<file path="src/rtl/dma_pkg.sv">
// Shared types and constants for the DMA channel-arbitration slice.
package dma_pkg;

    localparam int NUM_CH = 4;
    localparam int CH_W   = $clog2(NUM_CH);

    typedef enum logic [1:0] {
        IDLE     = 2'd0,
        HOLD_REQ = 2'd1,
        ACTIVE   = 2'd2,
        RELEASE  = 2'd3
    } arbState_t;

    typedef struct packed {
        logic dreqSenseLow;
        logic dackSenseHigh;
        logic rotatingPriority;
        logic controllerDisable;
    } commandBits_t;

    // Effective request vector: polarity-corrected, masked hardware requests
    // plus unmaskable software requests; nothing while the controller is disabled.
    function automatic logic [NUM_CH-1:0] eff_req(
        input commandBits_t      cmd,
        input logic [NUM_CH-1:0] dreq,
        input logic [NUM_CH-1:0] mask,
        input logic [NUM_CH-1:0] sw_req
    );
        logic [NUM_CH-1:0] hw;
        hw = (dreq ^ {NUM_CH{cmd.dreqSenseLow}}) & ~mask;
        return cmd.controllerDisable ? '0 : (hw | sw_req);
    endfunction

    // One-hot vector for a channel index.
    function automatic logic [NUM_CH-1:0] chan_onehot(input logic [CH_W-1:0] idx);
        return NUM_CH'(1) << idx;
    endfunction

endpackage

</file>
<file path="src/rtl/dma_priority_encoder.sv">
// Rotate-and-pick priority encoder: the first set request at or above ptr
// (wrapping modulo the channel count) wins.
module dma_priority_encoder
    import dma_pkg::*;
(
    input  logic [NUM_CH-1:0] req,
    input  logic [CH_W-1:0]   ptr,
    output logic              any,
    output logic [CH_W-1:0]   idx
);

    logic [2*NUM_CH-1:0] req_dbl;
    logic [NUM_CH-1:0]   req_rot;
    logic [CH_W-1:0]     offset;

    assign req_dbl = {req, req};
    assign req_rot = req_dbl[ptr +: NUM_CH];

    // Lowest set bit of the rotated vector, mapped back to an absolute channel.
    always_comb begin
        any    = |req;
        offset = '0;
        for (int i = NUM_CH - 1; i >= 0; i--) begin
            if (req_rot[i]) begin
                offset = i[CH_W-1:0];
            end
        end
        idx = ptr + offset;
    end

endmodule

</file>
<file path="src/rtl/dma_priority_arbiter.sv">
// Channel arbitration ahead of timingAndControl: forms effective requests,
// runs the HRQ/HLDA hold handshake, grants one channel and drives DACK.
module dma_priority_arbiter
    import dma_pkg::*;
(
    input  logic              CLK,
    input  logic              RESET_N,
    input  logic [NUM_CH-1:0] DREQ,
    input  logic              dreqSenseLow,
    input  logic              dackSenseHigh,
    input  logic              rotatingPriority,
    input  logic              controllerDisable,
    input  logic [NUM_CH-1:0] maskReg,
    input  logic [NUM_CH-1:0] requestReg,
    input  logic              HLDA,
    input  logic              serviceDone,
    output logic              HRQ,
    output logic [NUM_CH-1:0] DACK,
    output logic              grantValid,
    output logic [CH_W-1:0]   grantChannel,
    output logic [CH_W-1:0]   priorityPtr
);

    commandBits_t      cmd;
    logic [NUM_CH-1:0] effReq;
    logic [CH_W-1:0]   scanPtr;
    logic              reqAny;
    logic [CH_W-1:0]   winner;
    arbState_t         state;
    logic [NUM_CH-1:0] dackInt;

    assign cmd = '{dreqSenseLow:      dreqSenseLow,
                   dackSenseHigh:     dackSenseHigh,
                   rotatingPriority:  rotatingPriority,
                   controllerDisable: controllerDisable};

    assign effReq = eff_req(cmd, DREQ, maskReg, requestReg);

    // Fixed mode always scans from channel 0, even before the pointer register clears.
    assign scanPtr = cmd.rotatingPriority ? priorityPtr : '0;

    dma_priority_encoder u_encoder (
        .req (effReq),
        .ptr (scanPtr),
        .any (reqAny),
        .idx (winner)
    );

    // DACK polarity is applied outside the state so a command change takes effect at once.
    assign DACK = dackInt ^ {NUM_CH{~cmd.dackSenseHigh}};

    // Hold-handshake FSM with registered HRQ, grant, DACK and priority pointer.
    always_ff @(posedge CLK or negedge RESET_N) begin
        if (!RESET_N) begin
            state        <= IDLE;
            HRQ          <= 1'b0;
            grantValid   <= 1'b0;
            grantChannel <= '0;
            priorityPtr  <= '0;
            dackInt      <= '0;
        end else begin
            if (!cmd.rotatingPriority) begin
                priorityPtr <= '0;
            end
            case (state)
                IDLE: begin
                    if (reqAny) begin
                        state <= HOLD_REQ;
                        HRQ   <= 1'b1;
                    end
                end
                HOLD_REQ: begin
                    // A request that vanishes before the CPU answers abandons the hold.
                    if (!reqAny) begin
                        state <= RELEASE;
                        HRQ   <= 1'b0;
                    end else if (HLDA) begin
                        state        <= ACTIVE;
                        grantChannel <= winner;
                        grantValid   <= 1'b1;
                        dackInt      <= chan_onehot(winner);
                    end
                end
                ACTIVE: begin
                    // serviceDone wins over a simultaneous HLDA drop, so rotation still happens.
                    if (serviceDone) begin
                        state      <= RELEASE;
                        HRQ        <= 1'b0;
                        grantValid <= 1'b0;
                        dackInt    <= '0;
                        if (cmd.rotatingPriority) begin
                            priorityPtr <= grantChannel + CH_W'(1);
                        end
                    end else if (!HLDA) begin
                        state      <= RELEASE;
                        HRQ        <= 1'b0;
                        grantValid <= 1'b0;
                        dackInt    <= '0;
                    end
                end
                RELEASE: begin
                    if (!HLDA) begin
                        state <= IDLE;
                    end
                end
                default: begin
                    state <= IDLE;
                end
            endcase
        end
    end

endmodule
</file>
<file path="config.mk">
export PLATFORM = sky130hd
export DESIGN_NAME = dma_priority_arbiter
export DESIGN_NICKNAME = d
export VERILOG_FILES = /design/src/rtl/dma_pkg.sv /design/src/rtl/dma_priority_encoder.sv /design/src/rtl/dma_priority_arbiter.sv
export SDC_FILE = /design/constraint.sdc
export NUM_CORES = 1
export LEC_CHECK = 0
export BUFFER_PORTS_ARGS = -buffer_cell sky130_fd_sc_hd__buf_2
export CORE_UTILIZATION = 55
export CTS_CLUSTER_DIAMETER = 30
export DETAILED_ROUTE_END_ITERATION = 6
export MAX_ROUTING_LAYER = met4
export PLACE_DENSITY = 0.91
export SYNTH_ARGS = -nofsm -noshare
export SYNTH_HDL_FRONTEND = slang
export SYNTH_SLANG_ARGS = --single-unit
</file>
<file path="constraint.sdc">
create_clock -name CLK -period 3.4 [get_ports CLK]
set_input_delay 0.68 -clock CLK [delete_from_list [all_inputs] [get_ports CLK]]
set_output_delay 0.68 -clock CLK [all_outputs]
set_load 0.02 [all_outputs]
</file>
== Yosys cells after proc, flatten, opt, wreduce, memory -nomap -nowiden ==
Cells that the tools add are included.

* Register bits: 12
* Latch bits: 0
* Memory bits (writable): 0
* Memory bits (read-only): 0
* Input port bits: 20
* Output and inout port bits: 10
* Logic and storage cells: 63
* Memories: 0

* $add $sub $neg: 2
* Multiply operators: 0
* Div/mod/pow operators: 0
* Order comparisons: 0
* Eq/ne operators: 10
* Shift-type cells: 2
* Mux-type cells: 29
* Bitwise gates (word level): 6
* Reduce and logical (&&, ||, !) cells: 8

{| class="wikitable"
|+ Operator list
! cell !! count
|-
| $mux W2 || 14
|-
| $mux W4 || 5
|-
| $reduce_and A4 Y1 || 3
|-
| $ne A2 B2 Y1 const B || 5
|-
| $pmux W2 S4 || 1
|-
| $pmux W4 S2 || 1
|-
| $shiftx A8 B3 Y4 || 1
|-
| $xor A4 B4 Y4 || 2
|-
| $mux W1 || 6
|-
| $ne A3 B3 Y1 const B || 2
|-
| $and A4 B4 Y4 || 1
|-
| $eq A2 B2 Y1 const B || 2
|-
| $not A4 Y4 || 1
|-
| $or A4 B4 Y4 || 1
|-
| $reduce_or A4 Y1 || 1
|-
| $shl A1 B2 Y4 const A || 1
|-
| $pmux W1 S3 || 1
|-
| $reduce_and A3 Y1 || 1
|-
| $reduce_bool A3 Y1 || 1
|-
| $add A2 B1 Y2 const B || 1
|-
| $add A2 B2 Y2 || 1
|-
| $eq A2 B1 Y1 const B || 1
|-
| $logic_not A2 Y1 || 1
|-
| $pmux W1 S2 || 1
|-
| other kinds (2) || 2
|}

== Depth between registers and ports, before layout ==
* Depth after elaboration: 14
* Depth in mapped cells: 12
* Mapped depth without buffers: 11

== Modules after synthesis ==
Synthesis repeated with hierarchy kept, for this count alone.

* Cell total of the unflattened synthesis: 103
* Area, all modules: 963.4 µm²

{| class="wikitable"
|+ By module, submodules not included
! module !! times used !! cells an instance !! area each (µm²) !! seq. area each (µm²)
|-
| dma_priority_arbiter || 1 || 81 || 802.0 || 300.3
|-
| dma_priority_encoder || 1 || 22 || 161.4 || 0.0
|}

== Least setup slack after synthesis ==
No wires, ideal clock.

* Kind: input-to-reg
* From: input dreqSenseLow
* To: register grantChannel[1]
* Library setup time: 0.126 ns
* Data arrival time: 2.541 ns
* Data required time: 3.274 ns
* Setup slack: 0.733 ns
* Cell stages on the path: 11
* Buffers on the path: 1
* Cells stage by stage: buf_6 xnor2_2 o21ba_2 nor3_1 o21ai_0 a211oi_1 a31oi_1 ha_1 xnor2_1 nor2_1 a221o_1

* Cells in the longest elaborated chain, start to end: 10
* Elaborated cells on any way between the ends: 12
* Those cells by class: add/sub: 1; shift: 1; mux: 5; bitwise: 3; reduce/logical: 2

{| class="wikitable"
|+ RTL lines
! item !! line !! RTL
|-
| start: declaration || dma_priority_arbiter.sv:9 || <nowiki>input logic dreqSenseLow,</nowiki>
|-
| $xor A4 B4 Y4 * || dma_pkg.sv:30 || <nowiki>hw = (dreq ^ {NUM_CH{cmd.dreqSenseLow}}) & ~mask;</nowiki>
|-
| $and A4 B4 Y4 * || dma_pkg.sv:30 ||
|-
| $or A4 B4 Y4 * || dma_pkg.sv:31 || <nowiki>return cmd.controllerDisable ? '0 : (hw | sw_req);</nowiki>
|-
| $mux W4 * || dma_pkg.sv:31 ||
|-
| $shiftx A8 B3 Y4 || dma_priority_encoder.sv:17 || <nowiki>assign req_rot = req_dbl[ptr +: NUM_CH];</nowiki>
|-
| $mux W2 (4 in a row) || dma_priority_encoder.sv:24 || <nowiki>if (req_rot[i]) begin</nowiki>
|-
| $add A2 B2 Y2 || dma_priority_encoder.sv:28 || <nowiki>idx = ptr + offset;</nowiki>
|-
| end signal: assignment || dma_priority_arbiter.sv:79 || <nowiki>grantChannel <= winner;</nowiki>
|-
| end: declaration || dma_priority_arbiter.sv:20 || <nowiki>output logic [CH_W-1:0] grantChannel,</nowiki>
|}

Mark *: on every way between the ends. The rest lies on a longest branch, timed or not.
A chain may end at the register's enable or synchronous reset.

== Worst setup path in the final report ==
Same ends and word-level chain as after synthesis.

==> impl_metrics.prom <==
# TYPE chip_impl_metric gauge
chip_impl_info{name="crit_family",value="compound AO/OA/AOI/OAI gates"} 1
chip_impl_metric{name="post_cts_buffers",unit=""} 0
chip_impl_metric{name="initial_antenna_violation_count",unit=""} 0
chip_impl_metric{name="hold_buffers",unit=""} 0
chip_impl_info{name="worst-setup-path-type",value="in -> reg"} 1
chip_impl_metric{name="gr-usage-all-layers",unit="%"} 26.08
chip_impl_metric{name="report.final.hold_viol_count",unit=""} 0
chip_impl_metric{name="remaining_drc_errors",unit=""} 0
chip_impl_info{name="cts_tree",value="built"} 1
chip_impl_metric{name="dieHeight",unit="um"} 47.33
chip_impl_metric{name="tns",unit="ns"} 0
chip_impl_metric{name="final.min_clock_period",unit="ns"} 2.723
chip_impl_info{name="setup.worst_path.start",value="dreqSenseLow"} 1
chip_impl_metric{name="rows",unit=""} 16
chip_impl_metric{name="nNetsFinal",unit=""} 172
chip_impl_metric{name="peakVddDrop",unit="mV"} 0.5535
chip_impl_metric{name="final_antenna_net_count",unit=""} 0
chip_impl_metric{name="ys_seq_elements",unit=""} 12
chip_impl_metric{name="starting_utilization_of_the_core_area",unit="%"} 58.18
chip_impl_metric{name="post_synth_edffs",unit=""} 0
chip_impl_metric{name="worst_case_clock_buffer_depth",unit=""} 2
chip_impl_metric{name="wirelength",unit="um"} 2608
chip_impl_metric{name="core-area",unit="mm2"} 0.001942
chip_impl_metric{name="drt_first_pass_iters",unit=""} 4
chip_impl_metric{name="synthArstFlopShare",unit="%"} 100.0
chip_impl_metric{name="die_w",unit="um"} 47.33
chip_impl_metric{name="cap_violations",unit=""} 0
chip_impl_metric{name="timing.max_slew.rel_slack",unit="%"} 63.24
chip_impl_info{name="worstHoldPathType",value="in -> async"} 1
chip_impl_info{name="critical-path-slowest-cell",value="sky130_fd_sc_hd__xnor2_1"} 1
chip_impl_info{name="outcome",value="complete, no violations"} 1
chip_impl_metric{name="place.gp.congestion",unit=""} 0.8730
chip_impl_info{name="path_cells",value="buf_2, xnor2_2, o21ba_2, nor3_1, o21ai_0, a211oi_1, a31oi_1, ha_1, xnor2_1, nor2_1, a221o_1"} 1
chip_impl_metric{name="synthDistinctLibCells",unit=""} 42
chip_impl_metric{name="via_per_inst",unit=""} 5.919
chip_impl_metric{name="wl_per_cell",unit="um"} 15.08
chip_impl_info{name="layout_commonest_cell",value="sky130_fd_sc_hd__buf_2"} 1
chip_impl_info{name="worstSetupEndpointType",value="flop"} 1
chip_impl_metric{name="timing.clock.skew",unit="ns"} 0.005263
chip_impl_info{name="reg2reg_from",value="state[0]"} 1
chip_impl_metric{name="total_leakage_power",unit="nW"} 0.5728
chip_impl_metric{name="first_global_vias",unit=""} 930
chip_impl_metric{name="setup_viol",unit=""} 0
chip_impl_metric{name="min_period_over_period",unit="%"} 80.08
chip_impl_metric{name="yosysWarningCount",unit=""} 0
chip_impl_metric{name="grt_remaining_overflow",unit=""} 0
chip_impl_metric{name="post_route_cells_drive_above_1_share",unit="%"} 36.30
chip_impl_metric{name="worst-path-buf-inv",unit=""} 1
chip_impl_metric{name="clock_sinks",unit=""} 12
chip_impl_metric{name="reg2reg_slack",unit="ns"} 0.88
chip_impl_metric{name="grt_first_pass_wirelength",unit="um"} 3946
chip_impl_metric{name="layout-area-overhead-vs-synth",unit="%"} 16.28
chip_impl_metric{name="layout.core_utilization",unit="%"} 67.65
chip_impl_metric{name="cts-htree-levels",unit=""} 1
chip_impl_metric{name="crit_path_dat",unit="ns"} 2.88
chip_impl_metric{name="max_freq",unit="MHz"} 367.3
chip_impl_metric{name="synth_largest_type_area_fraction",unit="%"} 26.58
chip_impl_metric{name="grt_start_max_net_pins",unit=""} 14
chip_impl_metric{name="crit_fanout",unit=""} 5
chip_impl_metric{name="synth.cell_area",unit="mm2"} 0.001130
chip_impl_metric{name="post_synth.cell_area_avg",unit="um2"} 9.657
chip_impl_info{name="yosysTopAreaCell",value="sky130_fd_sc_hd__dfrtp_1"} 1
chip_impl_metric{name="cts_bufs_inserted",unit=""} 3
chip_impl_metric{name="post_synthesis_instance_total",unit=""} 117
chip_impl_info{name="mostFrequentLayoutCells",value="sky130_fd_sc_hd__buf_2 (29), sky130_fd_sc_hd__dfrtp_1 (12), sky130_fd_sc_hd__inv_1 (11)"} 1
chip_impl_metric{name="postCtsResizedCells",unit=""} 0
chip_impl_info{name="crit-reg2reg-capture",value="dackInt[0]"} 1
chip_impl_metric{name="power_density",unit="mW/mm2"} 684.3
chip_impl_metric{name="drt_iter0_markers",unit=""} 19
chip_impl_info{name="rsz0062_at_grt",value="false"} 1
chip_impl_info{name="critPathLaunchType",value="input port"} 1
chip_impl_metric{name="timing.final.max_slew_violations",unit=""} 0
chip_impl_metric{name="cp_data_required_time",unit="ns"} 3.56
chip_impl_metric{name="clock_insertion_delay_at_the_later_pin_of_the_skew_report",unit="ns"} 0.27
chip_impl_metric{name="crit_path_max_incr_delay",unit="ns"} 0.39
chip_impl_metric{name="clk_transition_reported_paths",unit="ns"} 0.08
chip_impl_metric{name="syn-num-nets",unit=""} 142
chip_impl_metric{name="detailroute.via_count",unit=""} 1024
chip_impl_info{name="yosys_most_used_dff",value="sky130_fd_sc_hd__dfrtp_1"} 1
chip_impl_metric{name="reg2reg_depth",unit=""} 8
chip_impl_metric{name="ys_seq_area_share",unit="%"} 26.58
chip_impl_metric{name="antennaDiodeCount",unit=""} 0
chip_impl_metric{name="dp.final_hpwl",unit="um"} 2016
chip_impl_metric{name="design.die.area",unit="mm2"} 0.002240
chip_impl_metric{name="worstMarginPinSlew",unit="ns"} 0.5513
chip_impl_info{name="cts_root_buf",value="sky130_fd_sc_hd__clkbuf_4"} 1
chip_impl_info{name="synth_top_cells_by_area",value="sky130_fd_sc_hd__dfrtp_1 (27%), sky130_fd_sc_hd__xnor2_2 (5.8%), sky130_fd_sc_hd__ha_1 (5.5%)"} 1
chip_impl_metric{name="placement.io_buffers",unit=""} 29
chip_impl_metric{name="io-pin-count",unit=""} 30
chip_impl_metric{name="num-fill-cells",unit=""} 171
-- through the flow --
step | power (W) | hold slack (ns) | std cells | instance area (um2) | setup slack [ns]
2_1_floorplan | 0.0006551 | 0.3844 | 117 | 1130 | 0.7331
3_3_place_gp | 0.0007474 | 0.5037 | 169 | 1277 | 0.5980
3_5_place_dp | 0.0007793 | 0.5135 | 169 | 1277 | 0.4629
4_1_cts | 0.0008991 | 0.2740 | 173 | 1314 | 0.7117
5_1_grt | 0.0009665 | 0.2833 | 173 | 1314 | 0.4952
6_report | 0.0008990 | 0.2675 | 173 | 1314 | 0.6772
-- layer usage --
| layer | wire length (um) | track usage, % |
|---|---|---|
| met1 | 965 | 27.38 |
| met3 | 113 | 6.538 |
| met5 | 0 | - |
| met4 | 46 | 7.429 |
| met2 | 1481 | 47.40 |
-- worst max path at each step --
| stage | endpoint | slack [ns] | cells past startpoint |
|---|---|---|---|
| finish | grantChannel[1] | 0.68 | 11 |
| global route | grantChannel[1] | 0.50 | 11 |
| CTS | grantChannel[1] | 0.71 | 11 |
| detailed placement | grantChannel[1] | 0.46 | 11 |
| global placement | grantChannel[1] | 0.60 | 11 |
| floorplan | grantChannel[1] | 0.73 | 11 |
-- state kept, by name, summed over array words and instances (netlist names) --
signal	cells
grantValid	1
HRQ	1
dackInt	4
state	2
priorityPtr	2
grantChannel	2
-- final cells by class --
| cell class | instances | area (um2) | area share (%) |
|---|---|---|---|
| clock buffers | 4 | 36.28 | 2.762 |
| inverters | 11 | 41.29 | 3.143 |
| multi-input cells | 90 | 757.0 | 57.62 |
| flip-flops and latches | 12 | 300.3 | 22.86 |
| well taps | 27 | 33.78 | 2.571 |
| repair buffers | 29 | 145.1 | 11.05 |
-- report_power, final --
part | leakage (nW) | switching, W | internal [W] | total [W]
Sequential | 0.150 | 0.0000535 | 0.000204 | 0.000258
Clock | 0.0210 | 0.0000496 | 0.0000651 | 0.000115
Combinational | 0.401 | 0.000301 | 0.000226 | 0.000527
-- cell families after synthesis --
kind of cell               after synthesis  synth area share, %
DFF                                     12                26.58
AOI/OAI and AO/OA                       39                32.45
buffers and inverters                   15                6.422
adders and majority gates                5                5.537
xor gates and xnor gates                11                11.18
muxes                                    3                3.211
and+or+nand+nor                         32                14.62
-- cell usage after synthesis (all sizes together), types with 3 or more instances --
cell,instances
a211oi,4
a31oi,3
and2,4
buf,3
dfrtp,12
ha,5
inv,11
nand2,8
nand3,4
nor2,6
o2111ai,7
o21ai,5
o21bai,4
o221ai,4
xnor2,11
-- worst register-to-register path: cells and delay by family (launching register included) --
family	cells	cell delay (ns)
flops	1	0.43
simple gates	4	0.90
compound gates	2	0.69
fa+ha+maj	1	0.31
buf+inv	1	0.10
Power figures use the tool's default switching activity.
